## src/rtl/retire_unit.sv

```systemverilog
// ---------------------------------------------------------------------------
// retire_unit
//
// Completion/retire stage behind the reorder buffer. Each cycle up to LANES
// in-order instructions are offered by the ROB head. Non-store lanes turn into
// registered register-file write strobes. Store lanes are pushed into a
// circular store queue, which drains one entry per cycle to data memory over
// a valid/ready handshake. Lanes are accepted as a strict prefix so that
// retirement never goes out of program order.
//
// Instruction lane layout (IW = DATA_W + ADDR_W + 1), lane i at [i*IW +: IW]:
//   bit 0                      store flag
//   non-store: [REG_AW+1:2]    destination register, [1] write enable
//   store:     [IW-1:ADDR_W+1] store data, [ADDR_W:1] store address
//
// Ports:
//   i_clk             clock, all state updates on the rising edge
//   i_rst             synchronous active-high reset
//   i_rob_out_inst    LANES packed instructions
//   i_rob_out_valid   per-lane valid
//   o_rob_out_ready   per-lane accept (combinational, prefix rule)
//   o_update_addr     registered destination per lane
//   o_update_en       registered write strobe per lane
//   o_retired_count   registered number of lanes accepted last cycle
//   o_mem_req_valid   store queue head valid
//   o_mem_req_addr    head address
//   o_mem_req_data    head data
//   i_mem_req_ready   memory takes the head this cycle
//   o_sq_count        occupied store queue entries
//   o_sq_full         queue full
//   o_sq_empty        queue empty
// ---------------------------------------------------------------------------
module retire_unit #(
    parameter int LANES    = 2,
    parameter int SQ_DEPTH = 4,
    parameter int DATA_W   = 32,
    parameter int ADDR_W   = 32,
    parameter int REG_AW   = 5
) (
    input  logic                                   i_clk,
    input  logic                                   i_rst,
    input  logic [LANES*(DATA_W+ADDR_W+1)-1:0]     i_rob_out_inst,
    input  logic [LANES-1:0]                       i_rob_out_valid,
    output logic [LANES-1:0]                       o_rob_out_ready,
    output logic [LANES*REG_AW-1:0]                o_update_addr,
    output logic [LANES-1:0]                       o_update_en,
    output logic [$clog2(LANES+1)-1:0]             o_retired_count,
    output logic                                   o_mem_req_valid,
    output logic [ADDR_W-1:0]                      o_mem_req_addr,
    output logic [DATA_W-1:0]                      o_mem_req_data,
    input  logic                                   i_mem_req_ready,
    output logic [$clog2(SQ_DEPTH+1)-1:0]          o_sq_count,
    output logic                                   o_sq_full,
    output logic                                   o_sq_empty
);

    localparam int IW  = DATA_W + ADDR_W + 1;
    localparam int PW  = $clog2(SQ_DEPTH);
    localparam int CW  = $clog2(SQ_DEPTH + 1);
    localparam int RCW = $clog2(LANES + 1);
    // Store counts and free space share one width with a spare bit so the
    // free-space compare can never wrap.
    localparam int SW  = CW + 1;
    localparam logic [SW-1:0] DEPTH_V = SW'(SQ_DEPTH);

    // Queue state
    logic [PW-1:0]     r_head;
    logic [PW-1:0]     r_tail;
    logic [CW-1:0]     r_sq_count;
    logic [ADDR_W-1:0] r_sq_addr [SQ_DEPTH];
    logic [DATA_W-1:0] r_sq_data [SQ_DEPTH];

    // Retire outputs
    logic [LANES*REG_AW-1:0] r_update_addr;
    logic [LANES-1:0]        r_update_en;
    logic [RCW-1:0]          r_retired_count;

    // Acceptance / push bookkeeping
    logic [SW-1:0]    w_free;
    logic [LANES-1:0] w_is_store;
    logic [LANES-1:0] w_accept;
    logic [SW-1:0]    w_push_cnt;
    logic [RCW-1:0]   w_ret_cnt;
    logic             w_blocked;
    logic [PW-1:0]    w_wr_idx [LANES];
    logic             w_pop;
    logic             w_empty;

    // Free space is taken from the registered count only; a pop in the same
    // cycle is not credited, which keeps ready independent of mem ready and
    // guarantees a push never lands on the entry being popped.
    assign w_free  = DEPTH_V - {1'b0, r_sq_count};
    assign w_empty = (r_sq_count == '0);
    assign w_pop   = ~w_empty & i_mem_req_ready;

    // Prefix acceptance: once a lane is invalid or would overflow the queue,
    // every higher lane is blocked regardless of its type.
    always_comb begin
        w_accept   = '0;
        w_is_store = '0;
        w_push_cnt = '0;
        w_ret_cnt  = '0;
        w_blocked  = 1'b0;
        for (int i = 0; i < LANES; i++) begin
            w_is_store[i] = i_rob_out_inst[i*IW];
            // Slot for this lane: tail plus stores already taken in lower lanes
            w_wr_idx[i]   = r_tail + w_push_cnt[PW-1:0];
            if (!w_blocked && i_rob_out_valid[i] &&
                ((w_push_cnt + SW'(w_is_store[i])) <= w_free)) begin
                w_accept[i] = 1'b1;
                w_push_cnt  = w_push_cnt + SW'(w_is_store[i]);
                w_ret_cnt   = w_ret_cnt + RCW'(1);
            end else begin
                w_blocked = 1'b1;
            end
        end
    end

    always_ff @(posedge i_clk) begin
        if (i_rst) begin
            r_head          <= '0;
            r_tail          <= '0;
            r_sq_count      <= '0;
            r_update_addr   <= '0;
            r_update_en     <= '0;
            r_retired_count <= '0;
        end else begin
            for (int i = 0; i < LANES; i++) begin
                // Destination field loads unconditionally; only the strobe
                // is qualified by acceptance and lane type.
                r_update_addr[i*REG_AW +: REG_AW] <= i_rob_out_inst[i*IW+2 +: REG_AW];
                r_update_en[i] <= w_accept[i] & ~w_is_store[i] & i_rob_out_inst[i*IW+1];
            end
            r_retired_count <= w_ret_cnt;
            r_tail          <= r_tail + w_push_cnt[PW-1:0];
            if (w_pop) begin
                r_head <= r_head + PW'(1);
            end
            r_sq_count <= r_sq_count + w_push_cnt[CW-1:0] - CW'(w_pop);
        end
    end

    // Queue storage is deliberately left out of reset.
    always_ff @(posedge i_clk) begin
        for (int i = 0; i < LANES; i++) begin
            if (w_accept[i] && w_is_store[i]) begin
                r_sq_addr[w_wr_idx[i]] <= i_rob_out_inst[i*IW+1 +: ADDR_W];
                r_sq_data[w_wr_idx[i]] <= i_rob_out_inst[i*IW+ADDR_W+1 +: DATA_W];
            end
        end
    end

    assign o_rob_out_ready = w_accept;
    assign o_update_addr   = r_update_addr;
    assign o_update_en     = r_update_en;
    assign o_retired_count = r_retired_count;
    assign o_mem_req_valid = ~w_empty;
    assign o_mem_req_addr  = r_sq_addr[r_head];
    assign o_mem_req_data  = r_sq_data[r_head];
    assign o_sq_count      = r_sq_count;
    assign o_sq_full       = (r_sq_count == CW'(SQ_DEPTH));
    assign o_sq_empty      = w_empty;

endmodule

```

## config.mk

```make
export PLATFORM = sky130hd
export DESIGN_NAME = retire_unit
export DESIGN_NICKNAME = d
export VERILOG_FILES = /design/src/rtl/retire_unit.sv
export SDC_FILE = /design/constraint.sdc
export NUM_CORES = 1
export LEC_CHECK = 0
export CORE_MARGIN = 5
export CORE_UTILIZATION = 45
export CTS_BUF_LIST = sky130_fd_sc_hd__clkbuf_8 sky130_fd_sc_hd__clkbuf_16
export DETAILED_ROUTE_END_ITERATION = 10
export HOLD_SLACK_MARGIN = 0.06
export PLACE_DENSITY = 0.69
export RECOVER_POWER = 100
export SLEW_MARGIN = 20
export SYNTH_ARGS = -nofsm -noshare
export SYNTH_HDL_FRONTEND = slang
export SYNTH_SLANG_ARGS = --single-unit
export TNS_END_PERCENT = 10
```

## constraint.sdc

```tcl
create_clock -name i_clk -period 6.3 [get_ports i_clk]
set_clock_uncertainty 0.15 [all_clocks]
set_input_delay 1.26 -clock i_clk [delete_from_list [all_inputs] [get_ports i_clk]]
set_output_delay 1.26 -clock i_clk [all_outputs]
set_load 0.01 [all_outputs]
```

==> impl_results.md <==
* Post-synthesis sequential area ratio at just under 60%
* ANT cells at 0
* Max Root-Sink Buffers at 3
* # port buffers at 220
* Total power at approximately 6000 uW
* 1st-iter DRT viols at about 420
* PwrDens at ~360 mW/mm^2
* Vias in the first global route at slightly above 8000
* Setup violators final at 0
* Nets at ~1100
* DR vias at approximately 7500
* Initial Utilization at 45.50%
* Setup Crit Path Kind: in2out
* Clk Latency, worst-skew pair at ~0.54 ns
* Largest net degree at the start of global routing at 65
* P_leak at around 0.0056 uW
* Hold Startpoint: r_head[1]$_SDFFE_PP0P_
* TNS Setup at 0 ns
* Worst-path cell chain: clkdlybuf4s50_1, inv_1, ha_1, or3_1, o21ai_0, nor2_1, ha_1, ha_1, nor2b_1, o21ai_2, a21o_1, nand3_1, inv_1, clkdlybuf4s50_1
* Failing checks: max-capacitance violations, max-slew violations
* CP Launch Type: input pin
* Die area at between 0.03 and 0.04 mm^2
* Post-Syn Nets at 884
* Worst slew pin tran at 2.167 ns
* YS warnings at 0
* CP delay by family, top: buffers and inverters
* Drt first pass iters at 4
* RSZ-0062 raised after global routing: false
* Mapped Cells at ~740
* Final worst-path cycle share at between 90 and 100%
* Post-CTS setup buffers at 0
* # IOs at about 220
* Commonest non-fill, non-tap cell in the layout: edfxtp_1
* GRT Residual Overflow at 0
* Post-Syn Area at roughly 0.014 mm^2
* Setup WS pre-CTS at 0.2513 ns
* Peak supply drop at ~240 uV
* Cts repair resizes at 0
* Routed wire per std cell at 22.78 um
* CTS Sinks at ~280
* Routed wire length at between 30000 and 40000 um
* Area growth, synth to finish at 21.32%
* FF-to-FF Start: o_sq_count[0]$_SDFF_PP0_
* Initial antenna violation count at 1
* Crit-path max FO at 4
* Post-synth cell types at 32
* Antenna viol nets, final at 0
* Most used cell, CP: ha_1
* Clock slew at reported path FFs at approximately 0.05 ns
* Status: finished, violations left
* Worst Path Required at between 4 and 5 ns
* Die X at between 150 and 200 um
* Share of cells above drive strength 1 at 29.33%
* CTS root buffer: clkbuf_16
* GP Congestion at about 0.78
* Min Tclk post-route at between 6 and 7 ns
* TritonCTS clock tree: done
* CTS Hold Buffers Added at 0
* DRC at 0
* Wire length of the first global-routing pass at between 40000 and 50000 um
* Max-capacitance violation count at 3
* Max-slew violation count at between 150 and 200
* Critical path endpoint category: primary output
* Die Y at roughly 190 um
* Vias per cell at approximately 5.4
* Min-delay worst type: reg2reg
* Overall Global Routing Usage at between 15 and 20%
* Final Hold Vio Count at 0
* Biggest cell delay along the critical path at between 0.5 and 0.6 ns
* H-tree depth at 1
* Max Fclk at approximately 0.17 GHz
* CP startpoint: i_rob_out_inst[0]
* Yosys reg bits at about 280
* CTS buffer count at 30
* Detailed-placement wirelength estimate at 18440 um
* Max_slew headroom at -44.46%
* Final setup margin at 0.2906 ns
* CP max-delay cell: clkdlybuf4s50_1
* Core Rows at between 60 and 70
* CP bufs+invs at 4
* Mean Syn Cell Area at approximately 19 um^2
* CP Data Arrival Time at 4.60 ns
* Core Region at a little over 0.03 mm^2
* Most frequent cells in the layout: 256 x edfxtp_1, 157 x mux2_2, 138 x clkdlybuf4s50_1, 90 x mux2_1, 82 x dlygate4sd3_1
## cells by family (layout without fill, tap and decap cells)
| group | after synthesis | count (layout) | share of synthesized area, % |
|---|---|---|---|
| adders and majority gates | 13 | 13 | 1.226 |
| AOI/OAI and AO/OA | 13 | 13 | 0.5949 |
| and+or+nand+nor | 43 | 43 | 1.731 |
| xor gates and xnor gates | 8 | 8 | 0.5048 |
| muxes | 321 | 321 | 33.87 |
| buffers and inverters | 59 | 305 | 3.380 |
| DFF | 279 | 279 | 58.69 |
## path summary, 6_finish.rpt
kind | end | slack (ns) | cells past startpoint
worst max-delay path | o_rob_out_ready[1] | 0.29 | 14
worst max register to register | r_sq_data[2][12]$_DFFE_PP_ | 1.10 | 13
worst min-delay path | flip-flop | 0.39 | 2
worst min register to register | flip-flop | 0.39 | 2
## cell type report
type / count / area (um^2)
Fill cell: 2519 / 13670
Sequential cell: 279 / 8153
Multi-Input combinational cell: 398 / 4949
Timing Repair Buffer: 237 / 2290
Clock buffer: 32 / 789.5
Tap cell: 396 / 495.5
Clock inverter: 22 / 113.9
Inverter: 14 / 52.55
## Yosys cell counts (all sizes together)
master / instances / area, um^2
a21o: 1 / 7.510
nand3: 3 / 15.01
mux2: 256 / 3251
nor2b: 15 / 93.84
xor2: 2 / 17.52
xnor2: 6 / 52.55
nor3b: 1 / 7.510
nand2: 3 / 11.26
inv: 14 / 52.55
nand4: 1 / 6.260
a21oi: 4 / 20.02
nor2: 13 / 48.80
mux4: 64 / 1441
clkbuf: 8 / 30.03
o21ai: 4 / 20.02
fa: 1 / 20.02
nand2b: 1 / 6.260
dfxtp: 23 / 460.4
mux2i: 1 / 10.01
buf: 37 / 386.6
and3: 2 / 22.52
a31o: 4 / 35.03
edfxtp: 256 / 7687
ha: 12 / 150.1
nor3: 1 / 5.000
nor4b: 2 / 17.52
or3: 1 / 6.260
## per-layer routing
layer	vias to the layer above	global-route usage [%]	part of all wire (%)
met5	-	0	0.041
met4	2	3.381	1.7
met3	37	3.127	5.7
met2	215	29.90	48
met1	3832	24.61	44
li1	3415	-	-
## worst min-delay path, cell delays in order (launching register included)
cell and delay [ns]:
dfxtp_1 0.31, xor2_1 0.14, nor2_1 0.06
## per-stage QoR
stage,instance area (um^2),utilization (%),cells,hold WS [ns]
4_1_cts,17300,56.71,1378,0.3971
3_5_place_dp,16400,53.75,1324,0.3792
6_report,16840,55.20,1378,0.3918
2_1_floorplan,13880,-,736,0.3347
3_3_place_gp,16400,53.75,1324,0.3580
5_1_grt,16840,55.20,1378,0.4480
## sequential cells by signal (all words and copies together), names as in the netlist, named ones only
signal,flops
o_sq_count,3
o_retired_count,2
o_update_addr,10
r_tail,2
r_head,2
r_sq_addr,128
r_sq_data,128
o_update_en,2
## where the power goes
part	switching, uW	internal (uW)
Sequential	164	2360
Clock	688	929
Combinational	865	999
Total	1720	4290
No activity file was read; power rests on OpenSTA's default activity.
==> RTL change, RTL diff (same flow settings) <==
Set the parameter `DATA_W` to 16 (it was 32).
--- a/src/rtl/retire_unit.sv
+++ b/src/rtl/retire_unit.sv
@@ -33,7 +33,7 @@
 module retire_unit #(
     parameter int LANES    = 2,
     parameter int SQ_DEPTH = 4,
-    parameter int DATA_W   = 32,
+    parameter int DATA_W   = 16,
     parameter int ADDR_W   = 32,
     parameter int REG_AW   = 5
 ) (
Interface: changed (resized i_rob_out_inst and o_mem_req_data); port bits go from 221 to 173. No check against the original RTL was run, so the function may have changed too.
==> RTL change against the unedited design <==
The run still ends with max-capacitance violations, max-slew violations left. Wire length shrank 22%. Sequential cell count shrank 64. Hold slack lost 0.0022 ns. Sequential share of layout area shrank 0.87 points. Synthesized area shrank 25%. Design area shrank 22%. Largest cell class unchanged. Setup slack lost 0.025 ns. First-iteration DRC count shrank 19%. Total power shrank 19%.
==> RTL change: results (changes against the unedited design) <==
Comb power frac: 0.315 (+0.005)
multi-input logic area: 3840 sq um (-22%)
met1 usage: 0.237 (-0.00868)
Worst Path Arrival: 4.62 ns (+0.02 ns)
cell count after placement: 1021 (-23%)
syn_nets: 698 (-21%)
Post-synth top cells: edfxtp_1 (192), mux2_2 (174), mux4_2 (48)
Worst Tran Pin Value: 1.91 ns (-0.257 ns)
register area share after synthesis: 0.601 (+0.0143)
number of synthesized flops with an enable pin: 192 (-25%)
violated checks: max-capacitance violations, max-slew violations
via density per instance: 5.60 (+2.9%)
Finished Layout Cells: 1066 (-23%)
CP max FO: 6 (+2)
wire length on met3: 1330 microns (-25%)
share of cells above drive strength 1: 0.364 (+0.0704)
initial antenna violation count: 0 (-1)
Seq cells: 215 (-23%)
First DRT Iteration DRCs: 343 (-19%)
M1 wire length: 10000 microns (-28%)
cell count after synthesis: 582 (-21%)
vias in the first global route: 6710 (-17%)
sequential power share: 0.395 (-0.025)
largest net degree at the start of global routing: 49 (-25%)
max-cap violation count: 9 (+6)
pwr dens: 370 nW/um^2 (+3.7%)
post-synthesis xor/xnor area fraction: 0.00677 (+0.00172)
Top power group: registers
Total Routing Usage GR: 0.186 (+0.00823)
max-slew violations: 218 (+25%)
first-pass GRT wire length: 37700 microns (-20%)
grt met3 use: 0.0320 (+0.000703)
top routing layer used: met4
complex-gate fraction of the synthesized area: 0.00797 (+0.00203)
Plain + repair buffers: 190 (-20%)
worst vdd ir: 0.224 mV (-5.2%)
worst skew pair latency: 0.51 ns (-0.03 ns)
fillcell total: 1710 (-32%)
post-synthesis mux area share: 0.321 (-0.0180)
Distinct cells, synth: 34 (+6.3%)
sequential share of cell area: 0.475 (-0.00871)
Final GP Congestion: 0.764 (-1.7%)
Layout clock buffers: 29 (-9.4%)
ranking of synthesized cells by area: edfxtp_1 (56%), mux2_2 (19%), mux4_2 (10%)
Post-Synth Adder-Cell Area: 0.0164 (+0.00418)
input/output buffers: 172 (-22%)
comb_multi_in: 318 (-20%)
final wirelength: 24600 microns (-22%)
buffer share of cell area: 0.138 (+0.00206)
Switching Share: 0.282 (-0.00359)
CP startpoint: i_rob_out_inst[0]
ClkCell Share: 0.0619 (+0.00825)
outcome: finished, violations left
[RTL change: cell types whose count changed after synthesis, moves of 7 or more]
cell / delta
mux4_2: -16
buf_2: +7
edfxtp_1: -64
mux2_2: +16
buf_12: -12
buf_4: -8
mux2_4: -80
[RTL change: stage by stage]
step | utilization | setup WS, ns | cell area, sq um
5_1_grt | 0.579 | 0.0897 | 13100
6_report | 0.579 | 0.265 | 13100
4_1_cts | 0.584 | 0.122 | 13200
3_5_place_dp | 0.548 | 0.136 | 12400
2_1_floorplan | - | 1.13 | 10400
3_3_place_gp | 0.548 | 0.400 | 12400
[RTL change: final timing paths]
| check | end | slack (ns) | cells past startpoint |
|---|---|---|---|
| min reg2reg | flop | 0.39 | 2 |
| max reg2reg | r_sq_addr[1][21] | 1.23 | 14 |
| max | o_rob_out_ready[1] | 0.27 | 14 |
| min | flop | 0.39 | 2 |
